[src/rtl/uart_tx_mmio_pkg.sv]
`default_nettype none
// ============================================================================
// uart_tx_mmio_pkg : address map, register offsets and FSM encoding for the
//                    memory-mapped UART transmitter.
// Revision: 1.0
// ============================================================================
package uart_tx_mmio_pkg;

    localparam logic [15:0] UART_BASE_ADDR = 16'hFF00;

    localparam logic [1:0] UART_DATA   = 2'd0;
    localparam logic [1:0] UART_STATUS = 2'd1;
    localparam logic [1:0] UART_CLEAR  = 2'd2;

    localparam int STAT_BUSY  = 0;
    localparam int STAT_FULL  = 1;
    localparam int STAT_EMPTY = 2;
    localparam int STAT_OVF   = 3;

    typedef enum logic [1:0] {
        ST_IDLE  = 2'd0,
        ST_START = 2'd1,
        ST_DATA  = 2'd2,
        ST_STOP  = 2'd3
    } tx_state_t;

endpackage
`default_nettype wire

[src/rtl/uart_tx_mmio_fifo.sv]
`default_nettype none
// ============================================================================
// sync_fifo : circular-buffer FIFO; pushes while full and pops while empty
//             are ignored. Head entry is presented combinationally on dout.
// Revision: 1.0
// ============================================================================
module sync_fifo #(
    parameter int WIDTH = 8,
    parameter int DEPTH = 4
) (
    input  logic             clk,
    input  logic             rst,
    input  logic             push,
    input  logic             pop,
    input  logic [WIDTH-1:0] din,
    output logic [WIDTH-1:0] dout,
    output logic             full,
    output logic             empty
);

    localparam int AW = $clog2(DEPTH);

    logic [WIDTH-1:0] mem [DEPTH];
    logic [AW-1:0]    wr_ptr;
    logic [AW-1:0]    rd_ptr;
    logic [AW:0]      count;
    logic             do_push;
    logic             do_pop;

    assign full    = (count == (AW+1)'(DEPTH));
    assign empty   = (count == '0);
    assign do_push = push && !full;
    assign do_pop  = pop && !empty;
    assign dout    = mem[rd_ptr];

    always_ff @(posedge clk) begin
        if (do_push) begin
            mem[wr_ptr] <= din;
        end
    end

    // Power-of-two depth lets the pointers wrap without explicit compare.
    always_ff @(posedge clk or posedge rst) begin
        if (rst) begin
            wr_ptr <= '0;
            rd_ptr <= '0;
            count  <= '0;
        end else begin
            if (do_push) wr_ptr <= wr_ptr + 1'b1;
            if (do_pop)  rd_ptr <= rd_ptr + 1'b1;
            case ({do_push, do_pop})
                2'b10:   count <= count + 1'b1;
                2'b01:   count <= count - 1'b1;
                default: count <= count;
            endcase
        end
    end

endmodule
`default_nettype wire

[src/rtl/uart_tx_mmio.sv]
`default_nettype none
// ============================================================================
// uart_tx_mmio : memory-mapped 8N1 UART transmitter with a TX FIFO, status
//                register, sticky overflow flag and registered read data.
// Revision: 1.0
// ============================================================================
module uart_tx_mmio
    import uart_tx_mmio_pkg::*;
#(
    parameter logic [15:0] BASE_ADDR    = UART_BASE_ADDR,
    parameter int          CLKS_PER_BIT = 434,
    parameter int          FIFO_DEPTH   = 4
) (
    input  logic        clk,
    input  logic        rst,
    input  logic [15:0] addr,
    input  logic [7:0]  wdata,
    input  logic        we,
    output logic [7:0]  rdata,
    output logic        sel,
    output logic        tx
);

    localparam int            CW          = $clog2(CLKS_PER_BIT);
    localparam logic [CW-1:0] BAUD_RELOAD = CW'(CLKS_PER_BIT - 1);

    logic [15:0]   offset;
    logic [1:0]    reg_off;
    logic          wr_en;
    logic          push;
    logic          pop;
    logic          clr;
    logic [7:0]    fifo_dout;
    logic          fifo_full;
    logic          fifo_empty;
    logic          overflow;
    logic [7:0]    status;
    tx_state_t     state;
    logic [CW-1:0] baud;
    logic [2:0]    bit_idx;
    logic [7:0]    shift;

    // Subtracting the base keeps the window test correct for unaligned bases.
    assign offset  = addr - BASE_ADDR;
    assign sel     = (offset[15:2] == 14'd0);
    assign reg_off = offset[1:0];
    assign wr_en   = we && sel;
    assign push    = wr_en && (reg_off == UART_DATA);
    assign clr     = wr_en && (reg_off == UART_CLEAR);
    assign pop     = !fifo_empty &&
                     ((state == ST_IDLE) || ((state == ST_STOP) && (baud == '0)));

    sync_fifo #(
        .WIDTH (8),
        .DEPTH (FIFO_DEPTH)
    ) u_fifo (
        .clk   (clk),
        .rst   (rst),
        .push  (push),
        .pop   (pop),
        .din   (wdata),
        .dout  (fifo_dout),
        .full  (fifo_full),
        .empty (fifo_empty)
    );

    always_comb begin
        status             = '0;
        status[STAT_BUSY]  = (state != ST_IDLE);
        status[STAT_FULL]  = fifo_full;
        status[STAT_EMPTY] = fifo_empty;
        status[STAT_OVF]   = overflow;
    end

    always_ff @(posedge clk or posedge rst) begin
        if (rst) begin
            overflow <= 1'b0;
        end else if (push && fifo_full) begin
            overflow <= 1'b1;
        end else if (clr) begin
            overflow <= 1'b0;
        end
    end

    always_ff @(posedge clk or posedge rst) begin
        if (rst) begin
            rdata <= '0;
        end else if (sel && (reg_off == UART_STATUS)) begin
            rdata <= status;
        end else begin
            rdata <= '0;
        end
    end

    always_ff @(posedge clk or posedge rst) begin
        if (rst) begin
            state   <= ST_IDLE;
            tx      <= 1'b1;
            baud    <= '0;
            bit_idx <= '0;
            shift   <= '0;
        end else begin
            case (state)
                ST_IDLE: begin
                    tx <= 1'b1;
                    if (!fifo_empty) begin
                        shift <= fifo_dout;
                        baud  <= BAUD_RELOAD;
                        tx    <= 1'b0;
                        state <= ST_START;
                    end
                end
                ST_START: begin
                    if (baud == '0) begin
                        tx      <= shift[0];
                        baud    <= BAUD_RELOAD;
                        bit_idx <= '0;
                        state   <= ST_DATA;
                    end else begin
                        baud <= baud - 1'b1;
                    end
                end
                ST_DATA: begin
                    if (baud == '0) begin
                        baud <= BAUD_RELOAD;
                        if (bit_idx == 3'd7) begin
                            tx    <= 1'b1;
                            state <= ST_STOP;
                        end else begin
                            shift   <= shift >> 1;
                            tx      <= shift[1];
                            bit_idx <= bit_idx + 1'b1;
                        end
                    end else begin
                        baud <= baud - 1'b1;
                    end
                end
                ST_STOP: begin
                    if (baud == '0) begin
                        // Chain straight into the next start bit when data waits.
                        if (!fifo_empty) begin
                            shift <= fifo_dout;
                            baud  <= BAUD_RELOAD;
                            tx    <= 1'b0;
                            state <= ST_START;
                        end else begin
                            state <= ST_IDLE;
                        end
                    end else begin
                        baud <= baud - 1'b1;
                    end
                end
                default: state <= ST_IDLE;
            endcase
        end
    end

endmodule
`default_nettype wire

[config.mk]
export PLATFORM = sky130hd
export DESIGN_NAME = uart_tx_mmio
export DESIGN_NICKNAME = d
export VERILOG_FILES = /design/src/rtl/uart_tx_mmio_pkg.sv /design/src/rtl/uart_tx_mmio_fifo.sv /design/src/rtl/uart_tx_mmio.sv
export SDC_FILE = /design/constraint.sdc
export NUM_CORES = 1
export LEC_CHECK = 0
export CORE_MARGIN = 3
export CORE_UTILIZATION = 50
export CTS_CLUSTER_DIAMETER = 60
export DETAILED_ROUTE_END_ITERATION = 16
export DONT_BUFFER_PORTS = 1
export GPL_ROUTABILITY_DRIVEN = 0
export GPL_TIMING_DRIVEN = 0
export PLACE_DENSITY = 0.68
export SYNTH_ARGS = -nofsm -noshare
export SYNTH_HDL_FRONTEND = slang
export SYNTH_HIERARCHICAL = 1
export SYNTH_SLANG_ARGS = --single-unit
[constraint.sdc]
create_clock -name clk -period 2.6 [get_ports clk]
set_input_delay 0.52 -clock clk [delete_from_list [all_inputs] [get_ports clk]]
set_output_delay 0.52 -clock clk [all_outputs]
set_load 0.03 [all_outputs]
# Word-level counts from Yosys, hierarchy flattened
# Memories as Yosys holds them, arrays and structs flattened.
# Index checks and enable logic that the tools add are counted.
[word_totals]
regBits = 39
ram_bits = 32
input_bits = 27
output_inout_bits = 10
elab_cells = 94
memories = 1
[classes]
add_sub_neg = 7
eq_ne = 16
mux = 33
reduce_logical = 27
[memory_table]
columns = ["name", "depth", "word_bits", "read_ports", "rd_clocked_by_memory_dff", "write_ports", "line", "text"]
rows = [
  ["u_fifo.mem", 4, 8, 1, 0, 1, "uart_tx_mmio_fifo.sv:23", "logic [WIDTH-1:0] mem [DEPTH];"],
]
[op_table]
columns = ["cell", "n"]
rows = [
  ["2-to-1 mux 8 bit", 4],
  ["2-to-1 mux 9 bit", 3],
  ["one-hot mux 9 bit (3 select lines)", 1],
  ["one-hot mux 8 bit (3 select lines)", 1],
  ["subtractor 16 bit, second input constant", 1],
  ["logical NOT 14 bit", 1],
  ["!= test 2 bit, second input constant", 6],
  ["one-hot mux 3 bit (2 select lines)", 2],
  ["AND reduction 4 bit", 3],
  ["2-to-1 mux 1 bit", 11],
  ["2-to-1 mux 2 bit", 5],
  ["logical AND 1 bit", 9],
  ["logical NOT 9 bit", 1],
  ["2-to-1 mux 3 bit", 3],
  ["subtractor 9 x 1 -> 9 bit, second input constant", 1],
  ["== test 2 bit, second input constant", 4],
  ["one-hot mux 2 bit (4 select lines)", 1],
  ["nonzero test 2 bit", 4],
  ["adder 3 x 1 -> 3 bit, second input constant", 2],
  ["== test 2 x 1 -> 1 bit, second input constant", 3],
  ["== test 3 bit, second input constant", 2],
  ["AND reduction 5 bit", 1],
  ["adder 2 x 1 -> 2 bit, second input constant", 2],
  ["logical NOT 2 bit", 2],
  ["other kinds (9)", 10],
]

# Depth between registers and ports, before layout
[logic_depth]
ltp_word = 7
mapped_depth = 14

# Cells and area by module
# The synthesis kept the hierarchy.
[by_module_without_submodules]
columns = ["mod", "n_inst", "cells_per_inst", "area_each_um2", "seq_area_each_um2"]
rows = [
  ["uart_tx_mmio", 1, 175, 1771.7, 701.9],
  ["sync_fifo", 1, 80, 1596.5, 1136.1],
]

# Worst setup path before layout
# No wires, ideal clock.
[synth_path]
path_kind = "input to register"
start = "input port addr[3]"
end = "register u_fifo.count[2]"
t_arrival_ns = 3.137
required_ns = 2.475
setup_slack_ns = -0.662
stages = 11
cell_sequence = "or4_1 nor4_2 and4b_1 nor2b_4 inv_1 ha_1 inv_1 fa_1 xor2_1 nor2_1 xor2_1"
[synth_between]
elab_chain_cells = 7
[synth_rtl]
columns = ["element", "line", "text"]
rows = [
  ["start, declared", "uart_tx_mmio.sv:16", "input logic [15:0] addr,"],
  ["subtractor 16 bit (*)", "uart_tx_mmio.sv:44", "assign offset = addr - BASE_ADDR;"],
  ["logical NOT 14 bit (*)", "uart_tx_mmio.sv:45", "assign sel = (offset[15:2] == 14'd0);"],
  ["via sel", "uart_tx_mmio.sv:20", "output logic sel,"],
  ["logical AND 1 bit (*)", "uart_tx_mmio.sv:47", "assign wr_en = we && sel;"],
  ["logical AND 1 bit (*)", "uart_tx_mmio.sv:48", "assign push = wr_en && (reg_off == UART_DATA);"],
  ["via push", "uart_tx_mmio.sv:30", "logic push;"],
  ["logical AND 1 bit (*)", "uart_tx_mmio_fifo.sv:32", "assign do_push = push && !full;"],
  ["== test 2 x 1 -> 1 bit or == test 2 bit (tied branches)", "uart_tx_mmio_fifo.sv:51", "case ({do_push, do_pop})"],
  ["one-hot mux 3 bit (2 select lines) or nonzero test 2 bit (tied branches)", "-", ""],
  ["end signal, assigned", "uart_tx_mmio_fifo.sv:52", "2'b10: count <= count + 1'b1;"],
  ["end signal, assigned", "uart_tx_mmio_fifo.sv:53", "2'b01: count <= count - 1'b1;"],
  ["end signal, assigned", "uart_tx_mmio_fifo.sv:54", "default: count <= count;"],
  ["end, declared", "uart_tx_mmio_fifo.sv:26", "logic [AW:0] count;"],
]
# The timed path passes the listed nets; every way through them passes the cells marked *.
# A chain may end at the register's enable or synchronous reset.

# Final worst setup path
[layout_path]
start = "register baud[1]"
end = "register u_fifo.count[2]"
[layout_between]
elab_chain_cells = 7
[layout_rtl]
columns = ["element", "line", "text"]
rows = [
  ["start, declared", "uart_tx_mmio.sv:39", "logic [CW-1:0] baud;"],
  ["start signal, assigned", "uart_tx_mmio.sv:120", "baud <= baud - 1'b1;"],
  ["start signal, assigned", "uart_tx_mmio.sv:135", "baud <= baud - 1'b1;"],
  ["start signal, assigned", "uart_tx_mmio.sv:150", "baud <= baud - 1'b1;"],
  ["logical NOT 9 bit (*)", "uart_tx_mmio.sv:51", "((state == ST_IDLE) || ((state == ST_STOP) && (baud == '0)));"],
  ["logical AND 1 bit (*)", "uart_tx_mmio.sv:51", ""],
  ["logical OR 1 bit (*)", "uart_tx_mmio.sv:51", ""],
  ["logical AND 1 bit (*)", "uart_tx_mmio.sv:50", "assign pop = !fifo_empty &&"],
  ["via pop", "uart_tx_mmio.sv:31", "logic pop;"],
  ["logical AND 1 bit (*)", "uart_tx_mmio_fifo.sv:33", "assign do_pop = pop && !empty;"],
  ["via u_fifo.do_pop", "uart_tx_mmio_fifo.sv:28", "logic do_pop;"],
  ["== test 2 x 1 -> 1 bit or == test 2 bit (tied branches)", "uart_tx_mmio_fifo.sv:51", ""],
  ["one-hot mux 3 bit (2 select lines) or nonzero test 2 bit (tied branches)", "-", ""],
]
# Marked as above.

==> results.json <==
{
  "grt.overflow.total": 0,
  "start_util": 0.5244,
  "max_freq_mhz": 371.3,
  "cp-end-kind": "register",
  "finalNetCount": 324,
  "dpl_cell_area_um2": 3493,
  "leakage_nw": 1.541,
  "crit_type": "register to register",
  "synth.top_cells.by_count": "dfrtp_1 (34), edfxtp_1 (32), inv_1 (20), mux2_2 (17), ha_1 (14)",
  "synth.ff_latch_count": 67,
  "grt_pass1_vias": 2139,
  "synth-compound-area-share": 0.1077,
  "drv_slew": 0,
  "hold_class": "input pin to register",
  "htreeDepth": 3,
  "first_pass_iters": 4,
  "yosysSeqAreaShare": 0.5457,
  "clk_latency_ps": 350,
  "crit_path_start_kind": "register",
  "drt.antenna.violating_nets": 0,
  "die_area_um2": 7757,
  "ys_types": 62,
  "dieWidth_um": 88.08,
  "finalHoldViolCount": 0,
  "rsz0062_at_grt": "yes",
  "routedWlPerCell_um": 18.09,
  "via_per_inst": 6.011,
  "dp_hpwl_um": 4338,
  "path_buf_inv": 2,
  "core.rowCount": 29,
  "fin_cells": 364,
  "antenna_found_initial": 0,
  "path_clk_slew_ps": 90,
  "max_stage_delay_ps": 490,
  "fin_ws_ps": -93.00,
  "path_common_cell": "nor2_1",
  "synth_cells": 255,
  "syn_to_final_growth_pct": 14.23,
  "tritoncts": "done",
  "drive_above_1_share": 0.3171,
  "grt_first_pass_wirelength_um": 10660,
  "synth_top_family_by_area": "multiplexers",
  "violations": "negative setup slack",
  "drv_cap": 0,
  "numCtsBuffers": 9,
  "netlist_area_um2": 3368,
  "crit_slowest_cell": "or4b_4",
  "synth_adder_area_share": 0.05795,
  "synth.most_common_cell": "dfrtp_1",
  "clkSinkCount": 67,
  "dp_cells": 335,
  "worstPathArrival_ps": 2970,
  "fin_area_um2": 3847,
  "finalCriticalPeriod_ps": 2693,
  "finalCritPeriodShare": 1.036,
  "synth_edf_count": 32,
  "clockRootBuffer": "clkbuf_8",
  "cts_buffer_depth": 2,
  "vdd_ir_drop_max_mv": 0.4327,
  "synth_xor_area_frac": 0.01560,
  "grt_usage": 0.1839,
  "synth_simple_gate_area_frac": 0.1051,
  "portBuffers": 0,
  "clock_skew_ps": 8.803,
  "io_pins": 37,
  "antenna_cells": 0,
  "drc": 0,
  "avgSynthCellArea_um2": 13.21,
  "path_cells": "inv_2 > ha_4 > or4b_4 > nor4_4 > nor2_1 > nor2_1 > o31a_2 > ha_4 > inv_2 > fa_2 > xor2_1 > nor2_1 > xor2_1",
  "first_iter_violations": 158,
  "synth_warnings": 6,
  "path_max_fanout": 3,
  "synthMuxAreaShare": 0.1207,
  "cp_top_family": "simple AND/OR/NAND/NOR gates",
  "status": "finished with violations",
  "maxSlewHeadroom": 0.2703,
  "synth_top_area_share": 0.2853,
  "routed-via-count": 2188,
  "p_per_area_nw_per_um2": 1174,
  "setup_tns_ps": -93.00,
  "wl_um": 6586,
  "core_area_um2": 6422,
  "synth_top_area_cell": "edfxtp_1",
  "power_w": 0.004517,
  "synthArstFlopShare": 0.5224,
  "grt_start_max_net_pins": 29,
  "die_y_um": 88.08,
  "setup-violations-final": 1,
  "tightest_slew_ps": 1093,
  "fillers": 503,
  "synth_area_leaders": "edfxtp_1 (29%), dfrtp_1 (25%), mux2_2 (5.7%)",
  "required_ps": 2870,
  "synth_top_flop_cell": "dfrtp_1",
  "fin_util": 0.5991
}
stage by stage:
stage	setup WS, ps	hold WS, ps
6_report	-93.00	259.7
5_1_grt	-248.2	236.0
4_1_cts	-185.0	245.7
3_5_place_dp	-575.5	356.9
3_3_place_gp	-499.6	349.7
2_1_floorplan	-262.4	323.4
path summary, 6_finish.rpt:
kind                                       from                           to  slack [ps]  depth (start not counted)
max in group asynchronous                   rst            baud[0]$_DFF_PP0_        1530                          1
min reg2reg                overflow$_DFFE_PP0P_           rdata[3]$_DFF_PP0_         500                          1
min                                    wdata[7]   u_fifo/mem[2][7]$_DFFE_PP_         260                          0
max                           baud[1]$_DFF_PP0_  u_fifo/count[2]$_DFFE_PP0P_         -90                         13
min in group asynchronous                   rst            baud[1]$_DFF_PP0_         330                          1
max reg2reg                   baud[1]$_DFF_PP0_  u_fifo/count[2]$_DFFE_PP0P_         -90                         13
flip-flops by register name (all words and copies together) (netlist names):
name,count
rdata,4
u_fifo/mem,32
u_fifo/wr_ptr,2
state,2
baud,9
u_fifo/count,3
bit_idx,3
shift,8
tx,1
overflow,1
u_fifo/rd_ptr,2
cell usage in the layout, fill, tap and decap left out, types with 3 or more instances in the layout:
cell      synthesis  layout
a41oi_1           3       3
clkbuf_8          0       9
xnor2_1           3       3
o22ai_1           3       3
nor3_1            5       5
a21oi_1           9       9
mux2_2           17      17
or3_1             3       3
dfrtp_1          34      33
xor2_1            3       3
conb_1            1       4
a31oi_1           5       5
nor2_1           10      10
mux4_2            8       8
and2_1            3       3
buf_4             4      17
nor2b_1           3       3
inv_1            20      16
o21ai_0           8       8
inv_2             0       4
nand2_1           5       5
edfxtp_1         32      32
ha_1             14      12
clkbuf_1          5       5
buf_2             4       3
and2_2            4       4
logic make-up (layout without fill, tap and decap cells):
kind of cell             after synthesis  count (layout)
AO/OA/AOI/OAI                         50              50
flip-flops                            67              67
other                                  1               4
adder cells (fa/ha/maj)               15              15
multiplexers                          28              28
buffers and inverters                 34              63
AND/OR/NAND/NOR                       54              54
XOR/XNOR                               6               6
worst register-to-register path, stage by stage, from the launching register on:
cell     delay (ps)
dfrtp_1         390
inv_2           100
ha_4            140
or4b_4          490
nor4_4          200
nor2_1           80
nor2_1          100
o31a_2          190
ha_4            140
inv_2            30
fa_2            320
xor2_1          150
nor2_1          140
xor2_1          150
power breakdown:
group | switching, W | internal (W) | total, W
clock | 0.000453 | 0.000461 | 0.000913
combinational | 0.00108 | 0.00101 | 0.00210
sequential | 0.000180 | 0.00133 | 0.00151
layer usage:
layer | track usage | share of wire
met5 | 0 | 0
met1 | 0.2583 | 0.43
met2 | 0.2719 | 0.49
met3 | 0.05362 | 0.063
met4 | 0.07005 | 0.016
layout make-up:
cell class	count	area, µm²	area share
Clock inverter	7	85.08	0.02211
Clock buffer	9	123.9	0.03220
Inverter	20	75.07	0.01951
Sequential cell	67	1839	0.4780
Timing Repair Buffer	14	107.6	0.02797
Tap cell	77	96.34	0.02504
Multi-Input combinational cell	157	1445	0.3756
Buffer	13	75.07	0.01951
what timing repair did:
action / 4_1_cts / 5_1_grt
setup endpoints to repair: 3 / 17
gates resized for setup: 11 / 1
pin swaps: 10 / 2
endpoints found under the hold margin: 7 / 0
hold buffers: 1 / 0
setup buffers: 7 / 6
Note: power is estimated with default switching activity, not from simulation.
